### src/rtl/apb_master_arbiter.sv
// rtl/apb_master_arbiter.sv - round-robin APB master arbiter for the student-record register slave
//
// Ports:
//   PCLK, PRESETn                      clock, synchronous active-low reset
//   req_valid/req_write [NREQ]         per-requester request strobe and direction
//   req_addr/req_wdata  [32*NREQ]      packed per-requester address and write data
//   req_ack/rsp_done    [NREQ]         one-hot single-cycle accept / completion pulses
//   rsp_rdata [32], rsp_err            completion data and timeout flag
//   PSEL/PENABLE/PWRITE/PADDR/PWDATA   APB master outputs
//   PRDATA/PREADY                      APB slave inputs
// Optional: APB_ARB_TIMEOUT_EN enables the ACCESS-phase PREADY timeout.
module apb_master_arbiter #(
    parameter int NREQ           = 2,
    parameter int TIMEOUT_CYCLES = 16
) (
    input  logic                 PCLK,
    input  logic                 PRESETn,
    input  logic [NREQ-1:0]      req_valid,
    input  logic [NREQ-1:0]      req_write,
    input  logic [32*NREQ-1:0]   req_addr,
    input  logic [32*NREQ-1:0]   req_wdata,
    output logic [NREQ-1:0]      req_ack,
    output logic [NREQ-1:0]      rsp_done,
    output logic [31:0]          rsp_rdata,
    output logic                 rsp_err,
    output logic                 PSEL,
    output logic                 PENABLE,
    output logic                 PWRITE,
    output logic [31:0]          PADDR,
    output logic [31:0]          PWDATA,
    input  logic [31:0]          PRDATA,
    input  logic                 PREADY
);

    localparam int IW = $clog2(NREQ);

    if (NREQ < 2 || NREQ > 4 || TIMEOUT_CYCLES < 1) begin : g_param_check
        $error("apb_master_arbiter: NREQ must be 2..4 and TIMEOUT_CYCLES >= 1");
    end

    typedef enum logic [1:0] {
        ST_IDLE   = 2'd0,
        ST_SETUP  = 2'd1,
        ST_ACCESS = 2'd2
    } state_t;

    state_t        state;
    logic [IW-1:0] rr_ptr;
    logic [IW-1:0] grant;

    logic          pick_found;
    logic [IW-1:0] pick;
    logic [IW-1:0] idx;
    logic [IW-1:0] next_ptr;
    logic [31:0]   pick_addr;
    logic [31:0]   pick_wdata;
    logic          pick_write;

    // Scan requesters starting at rr_ptr and wrapping; the first pending one wins.
    always_comb begin
        pick_found = 1'b0;
        pick       = '0;
        idx        = '0;
        next_ptr   = '0;
        pick_addr  = '0;
        pick_wdata = '0;
        pick_write = 1'b0;
        for (int k = 0; k < NREQ; k++) begin
            idx = IW'((int'(rr_ptr) + k) % NREQ);
            if (!pick_found && req_valid[idx]) begin
                pick_found = 1'b1;
                pick       = idx;
                next_ptr   = IW'((int'(idx) + 1) % NREQ);
                pick_addr  = req_addr[idx*32 +: 32];
                pick_wdata = req_wdata[idx*32 +: 32];
                pick_write = req_write[idx];
            end
        end
    end

`ifdef APB_ARB_TIMEOUT_EN
    localparam int TW = $clog2(TIMEOUT_CYCLES + 1);
    logic [TW-1:0] tmo_cnt;
`else
    assign rsp_err = 1'b0;
`endif

    always_ff @(posedge PCLK) begin
        if (!PRESETn) begin
            state     <= ST_IDLE;
            rr_ptr    <= '0;
            grant     <= '0;
            req_ack   <= '0;
            rsp_done  <= '0;
            rsp_rdata <= '0;
            PSEL      <= 1'b0;
            PENABLE   <= 1'b0;
            PWRITE    <= 1'b0;
            PADDR     <= '0;
            PWDATA    <= '0;
`ifdef APB_ARB_TIMEOUT_EN
            tmo_cnt   <= '0;
            rsp_err   <= 1'b0;
`endif
        end else begin
            req_ack  <= '0;
            rsp_done <= '0;
            case (state)
                ST_IDLE: begin
                    // Address/data/direction are only loaded on a grant, so they
                    // stay stable through SETUP and every ACCESS wait cycle.
                    if (pick_found) begin
                        grant   <= pick;
                        rr_ptr  <= next_ptr;
                        PADDR   <= pick_addr;
                        PWDATA  <= pick_wdata;
                        PWRITE  <= pick_write;
                        req_ack <= NREQ'(1) << pick;
                        PSEL    <= 1'b1;
                        state   <= ST_SETUP;
                    end
                end
                ST_SETUP: begin
                    PENABLE <= 1'b1;
                    state   <= ST_ACCESS;
`ifdef APB_ARB_TIMEOUT_EN
                    tmo_cnt <= '0;
`endif
                end
                ST_ACCESS: begin
                    if (PREADY) begin
                        rsp_done  <= NREQ'(1) << grant;
                        rsp_rdata <= PWRITE ? 32'h0 : PRDATA;
                        PSEL      <= 1'b0;
                        PENABLE   <= 1'b0;
                        state     <= ST_IDLE;
`ifdef APB_ARB_TIMEOUT_EN
                        rsp_err   <= 1'b0;
                    end else if (tmo_cnt == TW'(TIMEOUT_CYCLES - 1)) begin
                        // This is the TIMEOUT_CYCLES-th ACCESS cycle without PREADY.
                        rsp_done  <= NREQ'(1) << grant;
                        rsp_rdata <= '0;
                        rsp_err   <= 1'b1;
                        PSEL      <= 1'b0;
                        PENABLE   <= 1'b0;
                        state     <= ST_IDLE;
                    end else begin
                        tmo_cnt   <= tmo_cnt + TW'(1);
`endif
                    end
                end
                default: begin
                    PSEL    <= 1'b0;
                    PENABLE <= 1'b0;
                    state   <= ST_IDLE;
                end
            endcase
        end
    end

endmodule
### config.mk
export PLATFORM = sky130hd
export DESIGN_NAME = apb_master_arbiter
export DESIGN_NICKNAME = d
export VERILOG_FILES = /design/src/rtl/apb_master_arbiter.sv
export SDC_FILE = /design/constraint.sdc
export NUM_CORES = 1
export LEC_CHECK = 0
export CORE_AREA = 2 2 115 117
export DETAILED_ROUTE_END_ITERATION = 16
export DIE_AREA = 0 0 117 119
export GPL_TIMING_DRIVEN = 1
export HOLD_SLACK_MARGIN = 0.05
export PLACE_DENSITY_LB_ADDON = 0.08
export SYNTH_ARGS = -nofsm -noshare
export SYNTH_HDL_FRONTEND = slang
export SYNTH_SLANG_ARGS = --single-unit
### constraint.sdc
create_clock -name PCLK -period 2.8 [get_ports PCLK]
set_input_delay 0.28 -clock PCLK [delete_from_list [all_inputs] [get_ports PCLK]]
set_output_delay 0.28 -clock PCLK [all_outputs]
set_load 0.05 [all_outputs]
==> qor.yml, run 1 <==
synth:
  netlist_area_um2: 4460
  ys.flop_type: "dfxtp_1"
  synth_edf_count: 0
  synth_top_family_by_area: "compound AO/OA/AOI/OAI gates"
  synth-xor-area-share: 0
  ys_types: 30
  synth-simple-area-share: 0.0188
  synth-compound-area-share: 0.431
  synthCells: 423
  ys.warnings.count: 0
  synth_adder_area_share: 0
  synthArstFlopShare: 0
  synth_mux_area_frac: 0.00224
  avgSynthCellArea_um2: 10.5
  seq_area_frac_synth: 0.480
  synthesis.nets: 590
  ys_ff_latch: 107
clock_network:
  hold_buffers: 0
  cts_root_buf: "clkbuf_16"
  htreeDepth: 3
  path_clk_slew_ps: 70
  clkLatencyLatePin_ps: 350
  cts_buffers: 9
  cts_buffer_depth: 2
  cts_sinks: 107
  tritoncts: "built"
  cts_resized: 0
  post_cts_buffers: 0
worst_hold_path:
  hold_path_class: "register to register"
floorplanning:
  die_y_um: 119
  dieWidth_um: 117
  dieArea_um2: 13900
  start_util: 0.346
  rows: 42
  core-area_um2: 12900
  ios: 271
final_layout:
  fin_cells: 836
  fin_area_um2: 7530
  nets: 822
  areaGrowthSynthToFinish_pct: 68.9
  antennaDiodeCount: 0
  drive_gt1_frac: 0.114
  fin_util: 0.585
setup_path:
  critPathKind: "register to output port"
  cp.arrival_ps: 1580
  end_kind: "output port"
  cp.required_ps: 2520
  crit_fanout: 3
  slowest_stage: "clkdlybuf4s50_1"
  cpLargestDelayFamily: "buffers and inverters"
  critPathMaxStageDelay_ps: 850
  cp_num_buf_inv: 1
  start_kind: "register"
  path_cells: "clkdlybuf4s50_1"
placed_design:
  dp_hpwl_um: 10100
  gp_congestion: 0.754
  numPortBuffers: 269
  dp_cells: 820
  placedInstanceArea_um2: 7230
  dp_slack_ps: 631
drt:
  first_iter_violations: 251
  drt_pass1_iterations: 4
  dr_wl_met2_um: 7050
  route.met3.wl_um: 1330
  num_vias: 4453
  highest_layer: "met4"
  drc_errors: 0
  wire_per_inst_um: 18.1
  drt.antenna.violating_nets: 0
  met1_length_um: 6450
  via_per_inst: 5.33
  routed_wl_um: 15100
timing:
  fin_tns_setup_ps: 0
  min_period_ps: 1860
  rsz0062_at_grt: "false"
  setup_slack_ps: 937
  post-route-period-util: 0.665
  fin_skew_ps: 8.76
  slew_viol_final: 0
  hold_slack_ps: 418
  worst_pin_slew_ps: 944
  fmax_mhz: 537
  finalHoldViolCount: 0
  slew-limit-headroom: 0.370
  setup_violations: 0
pwr:
  ir_drop_mv: 0.306
  p_total_mw: 4.55
  power_density_nw_per_um2: 605
  power.leakage_nw: 2.59
outcome:
  status: "completed"
flow_run:
  drv_cap: 0
grt:
  grt_pass1_vias: 4361
  overflow: 0
  grt_pass1_wl_um: 22800
  track_usage: 0.210
  antenna_found_initial: 0
  grt_max_degree: 72
registers in the layout, summed over array words and instances, names as in the netlist, 2 cells and up:
register / flops
PADDR: 32
PWDATA: 32
req_ack: 2
rsp_done: 2
rsp_rdata: 32
state: 2
power by group:
part           internal [mW]  switching, mW
registers               1.66         0.0760
clock network          0.708          0.596
logic                  0.608          0.908
cell usage after synthesis, types with 3 or more instances:
| master | count | area (um^2) |
|---|---|---|
| dfxtp_1 | 107 | 2140 |
| a21oi_1 | 68 | 340 |
| a32oi_1 | 65 | 569 |
| a211oi_2 | 40 | 500 |
| clkbuf_1 | 34 | 128 |
| a22o_1 | 32 | 280 |
| a211oi_1 | 25 | 188 |
| buf_2 | 15 | 75.1 |
| nor2_1 | 7 | 26.3 |
| buf_6 | 5 | 56.3 |
| buf_4 | 3 | 22.5 |
| nand2_1 | 3 | 11.3 |
worst paths after layout:
kind                            startpoint           to  slack (ps)  depth (start not counted)
worst max-delay path                PWRITE       PWRITE         940                          1
worst min-delay path                 grant  rsp_done[0]         420                          1
worst max register to register    state[1]    PADDR[18]        1130                          3
worst min register to register       grant  rsp_done[0]         420                          1
layer usage:
metal / vias to the layer above / global-route usage
met4: 0 / 0.0772
met5: - / 0
li1: 2165 / -
met2: 184 / 0.336
met3: 20 / 0.0550
met1: 2084 / 0.270
cells by family after synthesis:
family,Yosys count
other cells,1
mux,1
simple gates,17
compound gates,236
buf+inv,61
flops,107
cell type report:
| class | count | area (um^2) |
|---|---|---|
| clock inverters | 7 | 81.3 |
| clock buffers | 9 | 225 |
| fillers | 1135 | 5340 |
| repair buffers | 279 | 2800 |
| flip-flops and latches | 107 | 2140 |
| inverters | 3 | 12.5 |
| well taps | 176 | 220 |
| multi-input cells | 255 | 2050 |
placed cells by master, fill, tap and decap left out, types with 2 or more instances in the layout:
master	n
buf_4	7
buf_12	3
inv_6	4
a21oi_1	68
a22o_1	32
inv_1	2
a211oi_1	25
clkbuf_16	9
dfxtp_1	107
a211oi_2	40
clkdlybuf4s50_1	268
a32oi_1	65
nor2_1	5
nand2_1	3
Note: power is estimated with default switching activity, not from simulation.
==> inputs of run 2 (changes only) <==
--- a/config.mk
+++ b/config.mk
@@ -5,9 +5,9 @@
 export SDC_FILE = /design/constraint.sdc
 export NUM_CORES = 1
 export LEC_CHECK = 0
-export CORE_AREA = 2 2 115 117
+export CORE_AREA = 2 2 118 120
 export DETAILED_ROUTE_END_ITERATION = 16
-export DIE_AREA = 0 0 117 119
+export DIE_AREA = 0 0 120 122
 export GPL_TIMING_DRIVEN = 1
 export HOLD_SLACK_MARGIN = 0.05
 export PLACE_DENSITY_LB_ADDON = 0.08
==> constraint.sdc (replaced) <==
create_clock -name PCLK -period 1.55 [get_ports PCLK]
set_input_delay 0.155 -clock PCLK [delete_from_list [all_inputs] [get_ports PCLK]]
set_output_delay 0.155 -clock PCLK [all_outputs]
set_load 0.05 [all_outputs]
==> run 2 against run 1 <==
- worst hold slack worse by 300 ps
- largest cell class unchanged
- first-iteration DRC count is 0.80% lower
- setup slack lost 750 ps
- clock-buffer cell count increased by 1
- via count up 2.0%
==> qor.yml, run 2 (synthesis gave the netlist of run 1 again) <==
timing:
  finalHoldViolCount: 0
  worst_pin_slew_ps: 602
  fin_skew_ps: 5.58
  rsz0062_at_grt: "false"
  slew_viol_final: 0
  fmax_mhz: 732
  setup_violations: 0
  slew-limit-headroom: 0.598
  post-route-period-util: 0.882
  min_period_ps: 1370
final_layout:
  most-common-layout-cells: "clkdlybuf4s50_1, buf_4, dfxtp_1, a21oi_1, a32oi_1"
  mostFrequentLayoutCell: "clkdlybuf4s50_1"
  fill_cells: 1209
  nets: 834
  regArea_um2: 2140
  top_regs: "PADDR: 32 flops, PWDATA: 32 flops, rsp_rdata: 32 flops"
  multiInputGateArea_um2: 2050
  areaGrowthSynthToFinish_pct: 67.8
  fin_area_um2: 7480
  drive_gt1_frac: 0.283
  fin_cells: 853
clock_network:
  hold_buffers: 0
  cts_root_buf: "clkbuf_16"
  tritoncts: "built"
  post_cts_buffers: 0
  path_clk_slew_ps: 70
  cts_buffer_depth: 2
  cts_sinks: 107
  clkLatencyLatePin_ps: 350
  htreeDepth: 3
  cts_resized: 0
  cts_buffers: 9
floorplanning:
  start_util: 0.330
  ios: 271
  dieWidth_um: 120
  core-area_um2: 13500
  rows: 43
  die_y_um: 122
  dieArea_um2: 14600
pwr:
  clock_power_share: 0.299
  p_comb_frac: 0.327
  p_sw_mw: 2.85
  power_density_nw_per_um2: 1120
  p_total_mw: 8.40
  seq_power_share: 0.374
  power.leakage_nw: 2.86
  p_int_mw: 5.56
  switching_share: 0.339
  ir_drop_mv: 0.504
setup_path:
  end_kind: "register"
  crit_fanout: 36
  r2r_cells: 4
  cp.arrival_ps: 1580
  critPathKind: "register to register"
  cp.required_ps: 1760
  start_kind: "register"
drt:
  drc_errors: 0
  first_iter_violations: 249
  via_per_inst: 5.32
  drt_pass1_iterations: 4
  wire_per_inst_um: 17.8
  drt.antenna.violating_nets: 0
  num_vias: 4541
  routed_wl_um: 15200
worst_hold_path:
  holdPathStages: 2
  hold_path_class: "primary input to register"
placed_design:
  dp_hpwl_um: 10900
  dp_cells: 836
  gp_congestion: 0.750
  placedInstanceArea_um2: 7150
  numPortBuffers: 269
grt:
  grt_pass1_wl_um: 23200
  antenna_found_initial: 1
  overflow: 0
  grt_max_degree: 49
  grt_pass1_vias: 4520
  track_usage: 0.200
outcome:
  status: "completed"
flow_run:
  drv_cap: 0
[run 2: routing by layer]
layer	global-route usage	share of wire	routed length, um	vias to the layer above
met5	0	0	0	-
met4	0.0838	0.021	320	0
met3	0.0566	0.078	1180	23
met2	0.353	0.50	7570	169
met1	0.227	0.40	6100	2153
li1	-	-	-	2196
[run 2: worst paths after layout]
| path | from | endpoint | slack, ps |
|---|---|---|---|
| max reg2reg | rr_ptr | PADDR[3] | 180 |
| min | req_valid[1] | rr_ptr | 120 |
| min reg2reg | grant | rsp_done[0] | 420 |
| max | rr_ptr | PADDR[3] | 180 |
[run 2: critical path: stages, from the launching register on]
cell,delay (ps)
dfxtp_1,350
nand2b_2,240
buf_12,180
a32oi_1,320
a211oi_2,110
[run 2: power groups by stage]
stage                     combinational (mW)  clock [mW]  sequential, mW
after floorplan                        0.857           0            4.00
after global placement                  2.73           0            3.20
after detailed placement                2.77           0            3.20
after CTS                               2.78        2.56            3.14
after global routing                    2.91        2.69            3.17
final                                   2.75        2.51            3.14
[run 2: cell type report]
cell class | count | share of cell area
Timing Repair Buffer | 291 | 0.364
Sequential cell | 107 | 0.286
Multi-Input combinational cell | 255 | 0.274
Clock buffer | 10 | 0.0319
Tap cell | 180 | 0.0301
Clock inverter | 6 | 0.0119
Inverter | 3 | 0.00167
Antenna cell | 1 | 0.000335
[run 2: per-stage QoR]
stage                     hold WS (ps)  setup TNS, ps  utilization  setup slack (ps)
after global routing               145              0        0.554              69.8
after global placement             405          -4550        0.530             -90.9
after detailed placement           412          -5580        0.530              -128
final                              121              0        0.554               183
after CTS                          108              0        0.554               177
after floorplan                    281              0            -               210
